--- src/rtl/act_skew_feeder.sv ---
// rtl/act_skew_feeder.sv - triangular-skew activation feeder for a systolic PE column
//
// Accepts one ROWS-wide activation vector per beat (valid/ready), delays lane r
// by r extra cycles, and drives each PE row. After the final beat of a tile
// (i_last, or DEPTH beats) zero vectors flush the skew pipe and o_done pulses.
//
// Optional feature macro: FEEDER_STATS_EN (adds o_bubble_cnt).
//
// Ports:
//   i_clock       single clock, all logic on posedge
//   i_reset_n     synchronous active-low reset
//   i_valid       input vector valid
//   i_data        ROWS*BW activations, lane r = i_data[r*BW +: BW]
//   i_last        final beat of tile (qualified by accept)
//   o_ready       feeder can accept a beat
//   o_act         skewed activations, registered
//   o_lane_valid  bit r: lane r holds an accepted beat
//   o_busy        tile in progress
//   o_done        one-cycle pulse when tile fully drained
//   o_overrun     sticky: DEPTH beats seen without i_last
//   o_bubble_cnt  (FEEDER_STATS_EN) saturating count of STREAM cycles without i_valid

module act_skew_feeder #(
    parameter int BW    = 8,
    parameter int ROWS  = 4,
    parameter int DEPTH = 16
) (
    input  logic                 i_clock,
    input  logic                 i_reset_n,
    input  logic                 i_valid,
    input  logic [ROWS*BW-1:0]   i_data,
    input  logic                 i_last,
    output logic                 o_ready,
    output logic [ROWS*BW-1:0]   o_act,
    output logic [ROWS-1:0]      o_lane_valid,
    output logic                 o_busy,
    output logic                 o_done,
    output logic                 o_overrun
`ifdef FEEDER_STATS_EN
    ,
    output logic [15:0]          o_bubble_cnt
`endif
);

    localparam int CW = $clog2(DEPTH + 1);
    localparam int FW = (ROWS > 2) ? $clog2(ROWS) : 1;

    typedef enum logic [1:0] {
        S_IDLE,
        S_STREAM,
        S_FLUSH
    } state_t;

    state_t          state;
    state_t          state_nx;
    logic [CW-1:0]   beat_cnt;
    logic [CW-1:0]   cnt_next;
    logic [FW-1:0]   flush_cnt;
    logic            accept;
    logic            tile_end;

    assign o_ready  = (state != S_FLUSH);
    assign o_busy   = (state != S_IDLE);
    assign accept   = i_valid && o_ready;
    // First beat of a tile loads 1; later beats increment.
    assign cnt_next = (state == S_IDLE) ? CW'(1) : beat_cnt + CW'(1);
    assign tile_end = accept && (i_last || (cnt_next == CW'(DEPTH)));

    always_comb begin
        state_nx = state;
        case (state)
            S_IDLE, S_STREAM: begin
                if (tile_end) begin
                    state_nx = S_FLUSH;
                end else if (accept) begin
                    state_nx = S_STREAM;
                end
            end
            S_FLUSH: begin
                // Leave one cycle after o_done so its pulse overlaps the
                // last lane's final output.
                if (o_done) begin
                    state_nx = S_IDLE;
                end
            end
            default: state_nx = S_IDLE;
        endcase
    end

    always_ff @(posedge i_clock) begin
        if (!i_reset_n) begin
            state     <= S_IDLE;
            beat_cnt  <= '0;
            flush_cnt <= '0;
            o_done    <= 1'b0;
            o_overrun <= 1'b0;
        end else begin
            state <= state_nx;
            if (accept) begin
                beat_cnt <= cnt_next;
            end
            if (state == S_FLUSH) begin
                flush_cnt <= flush_cnt + FW'(1);
            end else begin
                flush_cnt <= '0;
            end
            o_done <= (state == S_FLUSH) && !o_done && (flush_cnt == FW'(ROWS - 2));
            if (accept && !i_last && (cnt_next == CW'(DEPTH))) begin
                o_overrun <= 1'b1;
            end
        end
    end

    // Lane r is an (r+1)-deep shift register; non-accepted cycles shift in zeros.
    for (genvar r = 0; r < ROWS; r++) begin : g_lane
        logic [BW-1:0] d_q [0:r];
        logic [r:0]    v_q;

        always_ff @(posedge i_clock) begin
            if (!i_reset_n) begin
                for (int k = 0; k <= r; k++) begin
                    d_q[k] <= '0;
                end
                v_q <= '0;
            end else begin
                d_q[0] <= accept ? i_data[r*BW +: BW] : '0;
                v_q[0] <= accept;
                for (int k = 1; k <= r; k++) begin
                    d_q[k] <= d_q[k-1];
                    v_q[k] <= v_q[k-1];
                end
            end
        end

        assign o_act[r*BW +: BW] = d_q[r];
        assign o_lane_valid[r]   = v_q[r];
    end

`ifdef FEEDER_STATS_EN
    always_ff @(posedge i_clock) begin
        if (!i_reset_n) begin
            o_bubble_cnt <= '0;
        end else if ((state == S_IDLE) && (state_nx == S_STREAM)) begin
            o_bubble_cnt <= '0;
        end else if ((state == S_STREAM) && !i_valid && (o_bubble_cnt != 16'hFFFF)) begin
            o_bubble_cnt <= o_bubble_cnt + 16'd1;
        end
    end
`endif

endmodule

--- config.mk ---
export PLATFORM = sky130hd
export DESIGN_NAME = act_skew_feeder
export DESIGN_NICKNAME = d
export VERILOG_FILES = /design/src/rtl/act_skew_feeder.sv
export SDC_FILE = /design/constraint.sdc
export NUM_CORES = 1
export LEC_CHECK = 0
export ABC_AREA = 1
export CAP_MARGIN = 5
export CORE_UTILIZATION = 51
export CTS_CLUSTER_DIAMETER = 50
export DETAILED_ROUTE_END_ITERATION = 16
export PLACE_DENSITY = 0.82
export SYNTH_ARGS = -nofsm -noshare
export SYNTH_HDL_FRONTEND = slang
export SYNTH_SLANG_ARGS = --single-unit
--- constraint.sdc ---
create_clock -name i_clock -period 2.96 [get_ports i_clock]
set_input_delay 0.296 -clock i_clock [delete_from_list [all_inputs] [get_ports i_clock]]
set_output_delay 0.296 -clock i_clock [all_outputs]
set_load 0.02 [all_outputs]
Yosys cells after proc, flatten, opt, wreduce, memory -nomap -nowiden
Memories as Yosys holds them, arrays and structs flattened.
Cells that the tools add are included.
- memories kept: 4
- bits in registers: 21
- bits of input ports: 36
- output and inout bits: 40
- bits in writable memories: 80
- multiplexer cells: 22
- eq/ne operators: 7
- bitwise gates (word level): 9
- add/sub/neg operators: 2
- reduce and logical (&&, ||, !) cells: 15
- memories (name ; depth ; bits a word ; read ports ; clocked after Yosys merged registers in ; write ports ; line ; text):
    g_lane[3].d_q ; 4 ; 8 ; 4 ; 0 ; 4 ; 116 ; logic [BW-1:0] d_q [0:r];
    g_lane[2].d_q ; 3 ; 8 ; 3 ; 0 ; 3 ; 116 ;
    g_lane[1].d_q ; 2 ; 8 ; 2 ; 0 ; 2 ; 116 ;
    g_lane[0].d_q ; 1 ; 8 ; 1 ; 0 ; 1 ; 116 ;
- operators with widths (kind ; number):
    2-to-1 mux 8 bit ; 14
    bitwise OR 1 bit ; 9
    OR reduction 8 bit ; 1
    logical AND 1 bit ; 6
    2-to-1 mux 2 bit ; 3
    adder 5 x 1 -> 5 bit, second input constant ; 1
    == test 5 bit, second input constant ; 1
    2-to-1 mux 5 bit ; 1
    == test 2 bit, second input constant ; 2
    inequality test 2 bit, second input constant ; 2
    case mux 2 bit (2 select lines) ; 1
    AND reduction 2 bit ; 2
    2-to-1 mux 1 bit ; 3
    inequality test 3 bit, second input constant ; 1
    adder 2 x 1 -> 2 bit, second input constant ; 1
    == test 2 x 1 -> 1 bit, second input constant ; 1
    zero test 1 bit ; 2
    zero test 2 bit ; 1
    nonzero test 2 bit ; 1
    OR reduction 2 bit ; 1
    logical OR 1 bit ; 1

Depth between registers and ports, before layout
- depth in word-level cells: 7
- mapped depth: 10
- gate-level depth less buffers: 10

Least setup slack after synthesis
No wires, ideal clock.
- path type: register to register
- start: register beat_cnt[0]
- end: register state[0]
- arrival time: 1.116 ns
- cell stages (with the launch flop): 8
- clock period less this slack: 1.235 ns
- setup time: 0.119 ns
- slack: 1.725 ns
- cells stage by stage: dfxtp_1 > ha_1 > nor3_1 > nand2_1 > nor2_2 > nand2_1 > nand2_1 > a21oi_1
- longest elaborated chain between the ends: 7
- elaborated cells on any way between the ends: 9
- ends and longest elaborated chain (what ; line ; text):
    start: declaration ; 56 ; logic [CW-1:0] beat_cnt;
    start signal: assignment ; 100 ; beat_cnt <= cnt_next;
    adder 5 x 1 -> 5 bit * ; 66 ; assign cnt_next = (state == S_IDLE) ? CW'(1) : beat_cnt + CW'(1);
    2-to-1 mux 5 bit * ; 66 ;
    == test 5 bit * ; 67 ; assign tile_end = accept && (i_last || (cnt_next == CW'(DEPTH)));
    logical OR 1 bit * ; 67 ;
    logical AND 1 bit * ; 67 ;
    2-to-1 mux 2 bit or inequality test 3 bit (tied branches) ; -- ;
    case mux 2 bit (2 select lines) or AND reduction 2 bit (tied branches) ; -- ;
    end signal: assignment ; 98 ; state <= state_nx;
    end: declaration ; 54 ; state_t state;
Every way passes the cells marked *; elsewhere a longest branch is shown, timed or not.
A chain may end at the register's enable or synchronous reset.

Final worst setup path
- start: register state[0]
- end: output o_ready
- longest elaborated chain between the ends: 1
- ends and longest elaborated chain (what ; line ; text):
    inequality test 2 bit ; 62 ; assign o_ready = (state != S_FLUSH);
    end: declaration ; 33 ; output logic o_ready,
No other way between the ends.

==> metrics.cfg <==
[placed_design]
dpl.hpwl_mm=3.31
gp_congestion=0.796
post-place-ws_ns=1.26
placement.io_buffers=75

[min_path]
min_to=beat_cnt[4]
min-delay-path-class=in2reg
hold_path.startpoint=i_reset_n
holdPathStages=3

[routing]
vias_per_cell=4.14
antenna_violating_nets_post_route=0
detail_route.iter0.violations=73
average_wire_length_per_cell_after_detail_routing_microns=9.82
drt_drc_violations_left=0
firstDrtPassIters=4
count_of_vias_placed_by_the_detailed_router=2015
wirelength_mm=4.78

[critical_path]
critPathTopFamily=buffers and inverters
worst_setup_path_end_kind=output port
rrSetupSlack_ns=1.55
max_stage_delay_on_crit_path_ns=0.61
reg2reg_end=state[1]
critical_path_required_ns=2.66
critical_path.reg2reg.startpoint=beat_cnt[0]
crit_path_cell_trace=inv_1 > nand2_2 > clkdlybuf4s50_1
crit_path_top_delay_cell=sky130_fd_sc_hd__clkdlybuf4s50_1
critical_path_arrival_ns=1.51
worstSetupPathType=reg2out
critical_path.startpoint_type=flop
critical_path_buf_inv_count=2
crit_fanout=4
worstRegToRegCells=8

[floorplanning]
die_w_microns=79.1
core_region_area_sq_um=5610
floorplan.initialDensity_pct=54.0
fp-row-count=27
floorplan.die_area_sq_um=6250
die-height_microns=79.1
num_io_pins=76

[sta]
setup-violations-final=0
unrepaired_setup_endpoints_after_global_routing=false
worstMarginPinSlew_ns=0.572
final.setup.tns_ns=0
max_slew_margin_pct=61.8
final_max_slew_violation_count=0
layout_setup_ws_ns=1.16
min_period_over_period_pct=60.9
clock_skew_ns=0.00777
finalHoldViolCount=0
min_period_ns=1.80
highest_clock_rate_mhz=555

[synth]
yosysWarningCount=0
count_of_distinct_cell_types_in_the_synthesized_netlist=21
synth_fp_nets=387
yosys_register_bits=95
synth_seq_area_share_pct=62.8
syn-instance-count=349
avgSynthCellArea_sq_um=8.68
netlist_area_sq_um=3030

[global_route]
largest_net_degree_at_the_start_of_global_routing=55
grt_pass1_wl_mm=8.18
grt_util_all_layers_pct=17.5
global_route.overflow_total=0
antenna_found_initial=0
grt_pass1_vias=1957

[cts]
hold_bufs_at_cts=0
cts_max_level=3
clock_tree.root_cell=sky130_fd_sc_hd__clkbuf_8
post_cts_resized=0
clk_latency_ns=0.35
worst_setup_hold_path_clk_slew_ns=0.08
cts.sinks=95
cts_buffers=9
cts.path.max_buffers=2
cts_setup_buffers=0
cts_tree=yes

[layout]
num-nets-final=448
drive_above_1_share_pct=6.99
antennaDiodeCount=0
synthToLayoutAreaGrowth_pct=29.1

[pwr]
static-leakage-power_nw=2.07
power.ir.vdd_worst_mv=0.474
power-per-cell-area_nw_per_um2=625

[job]
cap_violations=0

[run_status]
run_status=finished, final reports clean

-- logic make-up after synthesis --
kind of cell	after synthesis	synth area share, %
adder cells (fa/ha/maj)	2	0.826
AO/OA/AOI/OAI	13	2.19
AND/OR/NAND/NOR	115	15.9
flip-flops	95	62.8
buffers and inverters	124	18.3
-- worst max path at each step --
| stage | start | to | slack, ns | cells after the start |
|---|---|---|---|---|
| finish | state[0] | o_ready | 1.16 | 3 |
| global route | state[0] | o_ready | 1.06 | 3 |
| CTS | state[0] | o_ready | 1.13 | 3 |
| detailed placement | i_valid | g_lane[2].d_q[0][0] | 1.26 | 5 |
| global placement | i_valid | g_lane[3].d_q[0][7] | 1.35 | 5 |
| floorplan | beat_cnt[0] | state[0] | 1.72 | 7 |
-- layer usage --
metal  global-route usage, %  vias up  routed length, microns
met5                       0        -                       0
met4                    11.1        0                     112
met3                    4.48       11                     263
met2                    30.0       71                    2390
met1                    19.1      855                    2020
li1                        -     1078                       -
-- report_power, final --
part / leakage (nW) / switching [mW] / internal, mW
sequential: 0.774 / 0.0167 / 1.32
combinational: 1.18 / 0.0896 / 0.0891
clock: 0.115 / 0.427 / 0.507
total: 2.07 / 0.533 / 1.91
-- per-stage QoR --
step | cells | hold slack [ns] | total power, mW | utilization, % | cell area [sq um]
floorplan | 349 | 0.389 | 1.46 | - | 3030
global placement | 471 | 0.391 | 1.54 | 65.7 | 3690
detailed placement | 471 | 0.395 | 1.55 | 65.7 | 3690
CTS | 487 | 0.252 | 2.47 | 69.8 | 3910
global route | 487 | 0.271 | 2.56 | 69.8 | 3910
finish | 487 | 0.274 | 2.45 | 69.8 | 3910
-- layout by cell type, fill, tap and decap left out, drive strengths merged --
cell	Yosys	final
inv	98	100
dfxtp	95	95
clkdlybuf4s50	0	74
nand2	65	65
nor2	41	41
clkbuf	5	11
a21oi	7	7
o21ai	5	5
nand3	5	5
nand4	2	2
ha	2	2
bufinv	0	2
buf	21	2
nor3	1	1
a31oi	1	1
or2	1	1
clkinv	0	1
-- layout make-up --
cell class | instances | area (sq um)
Clock buffer | 11 | 141
Fill cell | 427 | 1690
Timing Repair Buffer | 76 | 753
Tap cell | 72 | 90.1
Multi-Input combinational cell | 130 | 573
Sequential cell | 95 | 1900
Clock inverter | 5 | 86.3
Inverter | 98 | 368
-- worst reg2reg max path, delay by kind of cell, from the launching register on --
| family | cells | cell delay (ns) |
|---|---|---|
| simple gates | 5 | 0.37 |
| flops | 1 | 0.43 |
| compound gates | 2 | 0.29 |
| fa+ha+maj | 1 | 0.23 |
-- Yosys cell counts --
master	number	share of area, %
sky130_fd_sc_hd__a21oi_1	7	1.2
sky130_fd_sc_hd__a31oi_1	1	0.21
sky130_fd_sc_hd__buf_4	18	4.5
sky130_fd_sc_hd__buf_6	3	1.1
sky130_fd_sc_hd__clkbuf_1	5	0.62
sky130_fd_sc_hd__dfxtp_1	95	63
sky130_fd_sc_hd__ha_1	2	0.83
sky130_fd_sc_hd__inv_1	95	12
sky130_fd_sc_hd__inv_2	3	0.37
sky130_fd_sc_hd__nand2_1	63	7.8
sky130_fd_sc_hd__nand2_2	1	0.21
sky130_fd_sc_hd__nand2_4	1	0.37
sky130_fd_sc_hd__nand3_1	4	0.66
sky130_fd_sc_hd__nand3_2	1	0.33
sky130_fd_sc_hd__nand4_1	2	0.41
sky130_fd_sc_hd__nor2_1	35	4.3
sky130_fd_sc_hd__nor2_2	5	1.0
sky130_fd_sc_hd__nor2_4	1	0.37
sky130_fd_sc_hd__nor3_1	1	0.16
sky130_fd_sc_hd__o21ai_0	5	0.83
sky130_fd_sc_hd__or2_1	1	0.21
-- registers in the layout, summed over array words and instances (netlist names) --
register	flops
g_lane.v_q	4
g_lane.d_q	80
beat_cnt	5
flush_cnt	2
state	2
o_done	1
o_overrun	1
Note: power is estimated with default switching activity, not from simulation.
